===== src/rtl/core_keytone.sv =====
// Polyphonic one-octave square-wave tone generator.
// Mixes all sounding notes into a single PWM audio bit.
module core_keytone #(
  parameter int CLK_FREQ  = 100_000_000,
  parameter int PWM_STEPS = 12
) (
  input  logic        clk,
  input  logic        rst,
  input  logic [11:0] keystroke,
  output logic [11:0] tone,
  output logic [3:0]  voices,
  output logic [3:0]  mix,
  output logic        audio
);

  localparam int FREQ [12] = '{262, 277, 294, 311, 330, 349,
                               370, 392, 415, 440, 466, 494};
  // C4 is the lowest note, so it sets the widest counter
  localparam int HMAX = CLK_FREQ / (2 * 262);
  localparam int CW   = (HMAX > 2) ? $clog2(HMAX) : 1;
  localparam int PW   = (PWM_STEPS > 2) ? $clog2(PWM_STEPS) : 1;
  localparam int MW   = (PW > 4) ? PW : 4;

  function automatic logic [3:0] popcount(input logic [11:0] v);
    logic [3:0] n;
    n = '0;
    for (int i = 0; i < 12; i++) n = n + {3'd0, v[i]};
    return n;
  endfunction

  logic [11:0]   key_m;
  logic [11:0]   key_s;
  logic [CW-1:0] cnt [12];
  logic [PW-1:0] pcnt;

  always_ff @(posedge clk or posedge rst) begin
    if (rst) begin
      key_m <= '0;
      key_s <= '0;
    end else begin
      key_m <= keystroke;
      key_s <= key_m;
    end
  end

  always_ff @(posedge clk or posedge rst) begin
    if (rst) begin
      for (int i = 0; i < 12; i++) cnt[i] <= '0;
      tone <= '0;
    end else begin
      for (int i = 0; i < 12; i++) begin
        if (!key_s[i]) begin
          cnt[i]  <= '0;
          tone[i] <= 1'b0;
        end else if (cnt[i] ==
                     CW'(CLK_FREQ / (2 * FREQ[i]) - 1)) begin
          cnt[i]  <= '0;
          tone[i] <= ~tone[i];
        end else begin
          cnt[i] <= cnt[i] + 1'b1;
        end
      end
    end
  end

  always_ff @(posedge clk or posedge rst) begin
    if (rst) begin
      voices <= '0;
      mix    <= '0;
    end else begin
      voices <= popcount(key_s);
      mix    <= popcount(tone);
    end
  end

  always_ff @(posedge clk or posedge rst) begin
    if (rst) begin
      pcnt  <= '0;
      audio <= 1'b0;
    end else begin
      if (pcnt == PW'(PWM_STEPS - 1)) pcnt <= '0;
      else pcnt <= pcnt + 1'b1;
      audio <= (MW'(pcnt) < MW'(mix));
    end
  end

endmodule


===== config.mk =====
export PLATFORM = sky130hd
export DESIGN_NAME = core_keytone
export DESIGN_NICKNAME = d
export VERILOG_FILES = /design/src/rtl/core_keytone.sv
export SDC_FILE = /design/constraint.sdc
export NUM_CORES = 1
export LEC_CHECK = 0
export ABC_CLOCK_PERIOD_IN_PS = 11200
export BUFFER_PORTS_ARGS = -buffer_cell sky130_fd_sc_hd__buf_2
export CELL_PAD_IN_SITES_DETAIL_PLACEMENT = 1
export CELL_PAD_IN_SITES_GLOBAL_PLACEMENT = 2
export CORE_MARGIN = 3
export CORE_UTILIZATION = 41
export CTS_CLUSTER_SIZE = 30
export DETAILED_ROUTE_END_ITERATION = 8
export PLACE_DENSITY_LB_ADDON = 0.25
export SYNTH_ARGS = -nofsm -noshare
export SYNTH_HDL_FRONTEND = slang
export SYNTH_SLANG_ARGS = --single-unit

===== constraint.sdc =====
create_clock -name clk -period 11.2 [get_ports clk]
set_input_delay 1.12 -clock clk [delete_from_list [all_inputs] [get_ports clk]]
set_output_delay 1.12 -clock clk [all_outputs]
set_load 0.02 [all_outputs]

==> flow_summary_export.csv <==
group,metric,value,unit
synth,synth_area,12950,um2
clock_tree,postCtsHoldBufs,0,
worst_setup_path,cp-start-kind,"register",
routing,first_iter_violations,396,
floorplanning,die_w,183.7,um
placement,hpwl,20030,um
global_routing,grt_max_degree,120,
synth,ys_seq_area_share,51.21,%
sta,final-hold-violation-count,0,
clock_tree,clkTransAtPathRegs,0.06,ns
finish,fin_cells,1742,
synth,synthMuxAreaShare,0,%
global_routing,grt_pass1_wl,51520,um
sta,period_needed,3.434,ns
worst_setup_path,crit_path_end_kind,"register",
hold_path,min_to,"key_s[10]$_DFF_PP0_",
clock_tree,tritoncts,"yes",
sta,fmax,291.2,MHz
sta,finalMaxSlewViolations,0,
finish,fillers,3477,
synth,syn_avg_cell_area,10.11,um2
routing,via_per_inst,5.432,
finish,syn2layout_area_growth,12.65,%
floorplanning,die_y,183.7,um
worst_setup_path,reg2reg_to,"mix[2]$_DFF_PP0_",
worst_setup_path,crit_fanout,4,
global_routing,grt_pass1_vias,10142,
sta,slew_headroom,33.15,%
synth,synthArstFlopShare,100.0,%
global_routing,antenna_found_initial,0,
clock_tree,numClockSinks,265,
synth,synth_top_family_by_area,"simple AND/OR/NAND/NOR gates",
clock_tree,insertion_delay,0.56,ns
synth,yosys.area_share.simple,24.11,%
synth,ys.flop_type,"dfrtp_1",
worst_setup_path,rrSetupSlack,7.77,ns
global_routing,track_usage,18.06,%
synth,synth_warnings,0,
sta,period_share,30.66,%
synth,synth_fa_ha_area_share,5.353,%
routing,wl_per_cell,17.00,um
sta,setup_violations,0,
synth,ys_seq_elements,265,
sta,skew,0.007974,ns
pwr,vdd_drop_max,144.5,uV
worst_setup_path,setup.worst_path.class,"register to register",
hold_path,min-delay-start,"key_m[10]$_DFF_PP0_",
hold_path,min_path_cells,0,
placement,dp.cells,1688,
finish,final_cell_mix,"dfrtp_1, nor2_1, xor2_1, nand3_1",
clock_tree,postCtsSetupBuffers,0,
clock_tree,cts_buffer_depth,3,
finish,num_antenna_cells,0,
routing,ant_nets,0,
finish,final_common_cell,"dfrtp_1",
clock_tree,clock-root-buffer,"clkbuf_16",
pwr,leakage,6.111,nW
synth,synth-compound-area-share,6.136,%
run,max_cap_violations,0,
routing,vias,9463,
clock_tree,ctsResizeCount,0,
clock_tree,numCtsBuffers,30,
worst_setup_path,worstPathArrival,3.88,ns
worst_setup_path,crit-reg2reg-launch,"tone[0]$_DFFE_PP0P_",
synth,synth_cell_types,49,
floorplanning,rows,64,
worst_setup_path,worstRegToRegCells,9,
routing,firstDrtPassIters,4,
sta,worstMarginPinSlew,1.003,ns
placement,routabilityCongestion,0.7531,
global_routing,overflow,0,
synth,synth_edf_count,0,
routing,wirelength,29610,um
clock_tree,htreeDepth,1,
worst_setup_path,required,11.64,ns
routing,route.detailed.drc,0,
floorplanning,initial_core_util,42.00,%
hold_path,hp-class,"register to register",
placement,portBuffers,34,
synth,synth_xor_area_share,10.15,%
sta,setup_tns,0,ns
synth,postSynthCellCount,1281,
finish,nNetsFinal,1385,
floorplanning,ios,35,
sta,hold_ws,0.3514,ns
run_status,status,"completed",
floorplanning,dieArea,33750,um2
finish,drive_gt1_share,8.470,%
synth,syn_nets,1342,
floorplanning,core,30830,um2
pwr,p_per_area,148.8,nW/um2
sta,rsz0062_at_grt,"no",
[power by group]
| group | leakage, nW | internal, W | switching (W) | total [W] |
|---|---|---|---|---|
| combinational | 1.97 | 0.0000396 | 0.0000834 | 0.000123 |
| sequential | 3.61 | 0.000980 | 0.0000209 | 0.00100 |
| clock | 0.534 | 0.000651 | 0.000396 | 0.00105 |
[final cells by class]
class,instances,area (um2),share of cell area (%)
Sequential cell,265,6631,45.46
Clock inverter,11,155.1,1.064
Clock buffer,43,910.9,6.245
Tap cell,396,495.5,3.397
Multi-Input combinational cell,922,5923,40.61
Inverter,64,247.7,1.698
Timing Repair Buffer,41,222.7,1.527
[worst max path at each step]
stage,from,end,cells past startpoint
after floorplan,rst,audio$_DFF_PP0_,1
after global placement,rst,cnt[212]$_DFF_PP0_,4
after detailed placement,rst,cnt[212]$_DFF_PP0_,4
after CTS,tone[0]$_DFFE_PP0P_,mix[2]$_DFF_PP0_,9
after global routing,tone[0]$_DFFE_PP0P_,mix[2]$_DFF_PP0_,9
final,tone[0]$_DFFE_PP0P_,mix[2]$_DFF_PP0_,9
[metal layers]
layer | vias to the layer above | wire length (um) | global-route usage (%)
met5 | - | 0 | 0
met4 | 0 | 580 | 4.082
met3 | 43 | 905 | 2.691
met2 | 94 | 13680 | 29.61
met1 | 4745 | 14440 | 25.62
li1 | 4581 | - | -
[registers in the layout, indices dropped and copies added (netlist names)]
name and count:
key_m 12, audio 1, cnt 216, key_s 12, tone 12, voices 4, mix 4, pcnt 4
[cells by family (layout without fill, tap and decap cells)]
logic type | after synthesis | in the layout
AO/OA/AOI/OAI | 135 | 135
XOR/XNOR | 150 | 150
adder cells (fa/ha/maj) | 47 | 47
buffers and inverters | 94 | 159
flip-flops | 265 | 265
AND/OR/NAND/NOR | 590 | 590
[cell usage after synthesis, drive strengths merged, types with 3 or more instances]
library cell | count | area share, %
o31ai | 11 | 0.64
nor3 | 15 | 0.58
nor2 | 189 | 5.5
and2 | 12 | 0.58
a21oi | 54 | 2.1
nand2b | 3 | 0.14
nand4b | 8 | 0.54
clkbuf | 20 | 0.59
and3 | 14 | 0.68
ha | 33 | 3.2
o21ai | 54 | 2.5
xor2 | 79 | 5.3
buf | 10 | 0.60
nand3 | 76 | 3.0
xnor2 | 71 | 4.8
or4b | 8 | 0.62
nor4b | 4 | 0.27
a21boi | 4 | 0.23
nand2 | 64 | 1.9
a21o | 6 | 0.35
nor4 | 25 | 1.2
fa | 14 | 2.2
or4 | 31 | 1.9
nand4 | 71 | 3.4
and4 | 19 | 1.3
or3 | 43 | 2.1
or2 | 3 | 0.14
inv | 64 | 1.9
dfrtp | 265 | 51
[critical path, stage by stage, from the launching register on]
cell and delay [ns]:
dfrtp_1 0.39, inv_1 0.08, fa_1 0.54, fa_1 0.56
fa_1 0.43, fa_1 0.49, inv_1 0.04, ha_1 0.21
fa_1 0.40, xor2_1 0.17
[through the flow]
stage | util, % | setup WS, ns | total power [W] | instance area [um2]
final | 47.31 | 7.766 | 0.002171 | 14590
after detailed placement | 43.86 | 7.335 | 0.001144 | 13520
after global routing | 47.31 | 7.612 | 0.002262 | 14590
after CTS | 47.31 | 7.724 | 0.002205 | 14590
after global placement | 43.86 | 7.374 | 0.001136 | 13520
after floorplan | - | 2.783 | 0.001096 | 12950
Note: power is estimated with default switching activity, not from simulation.
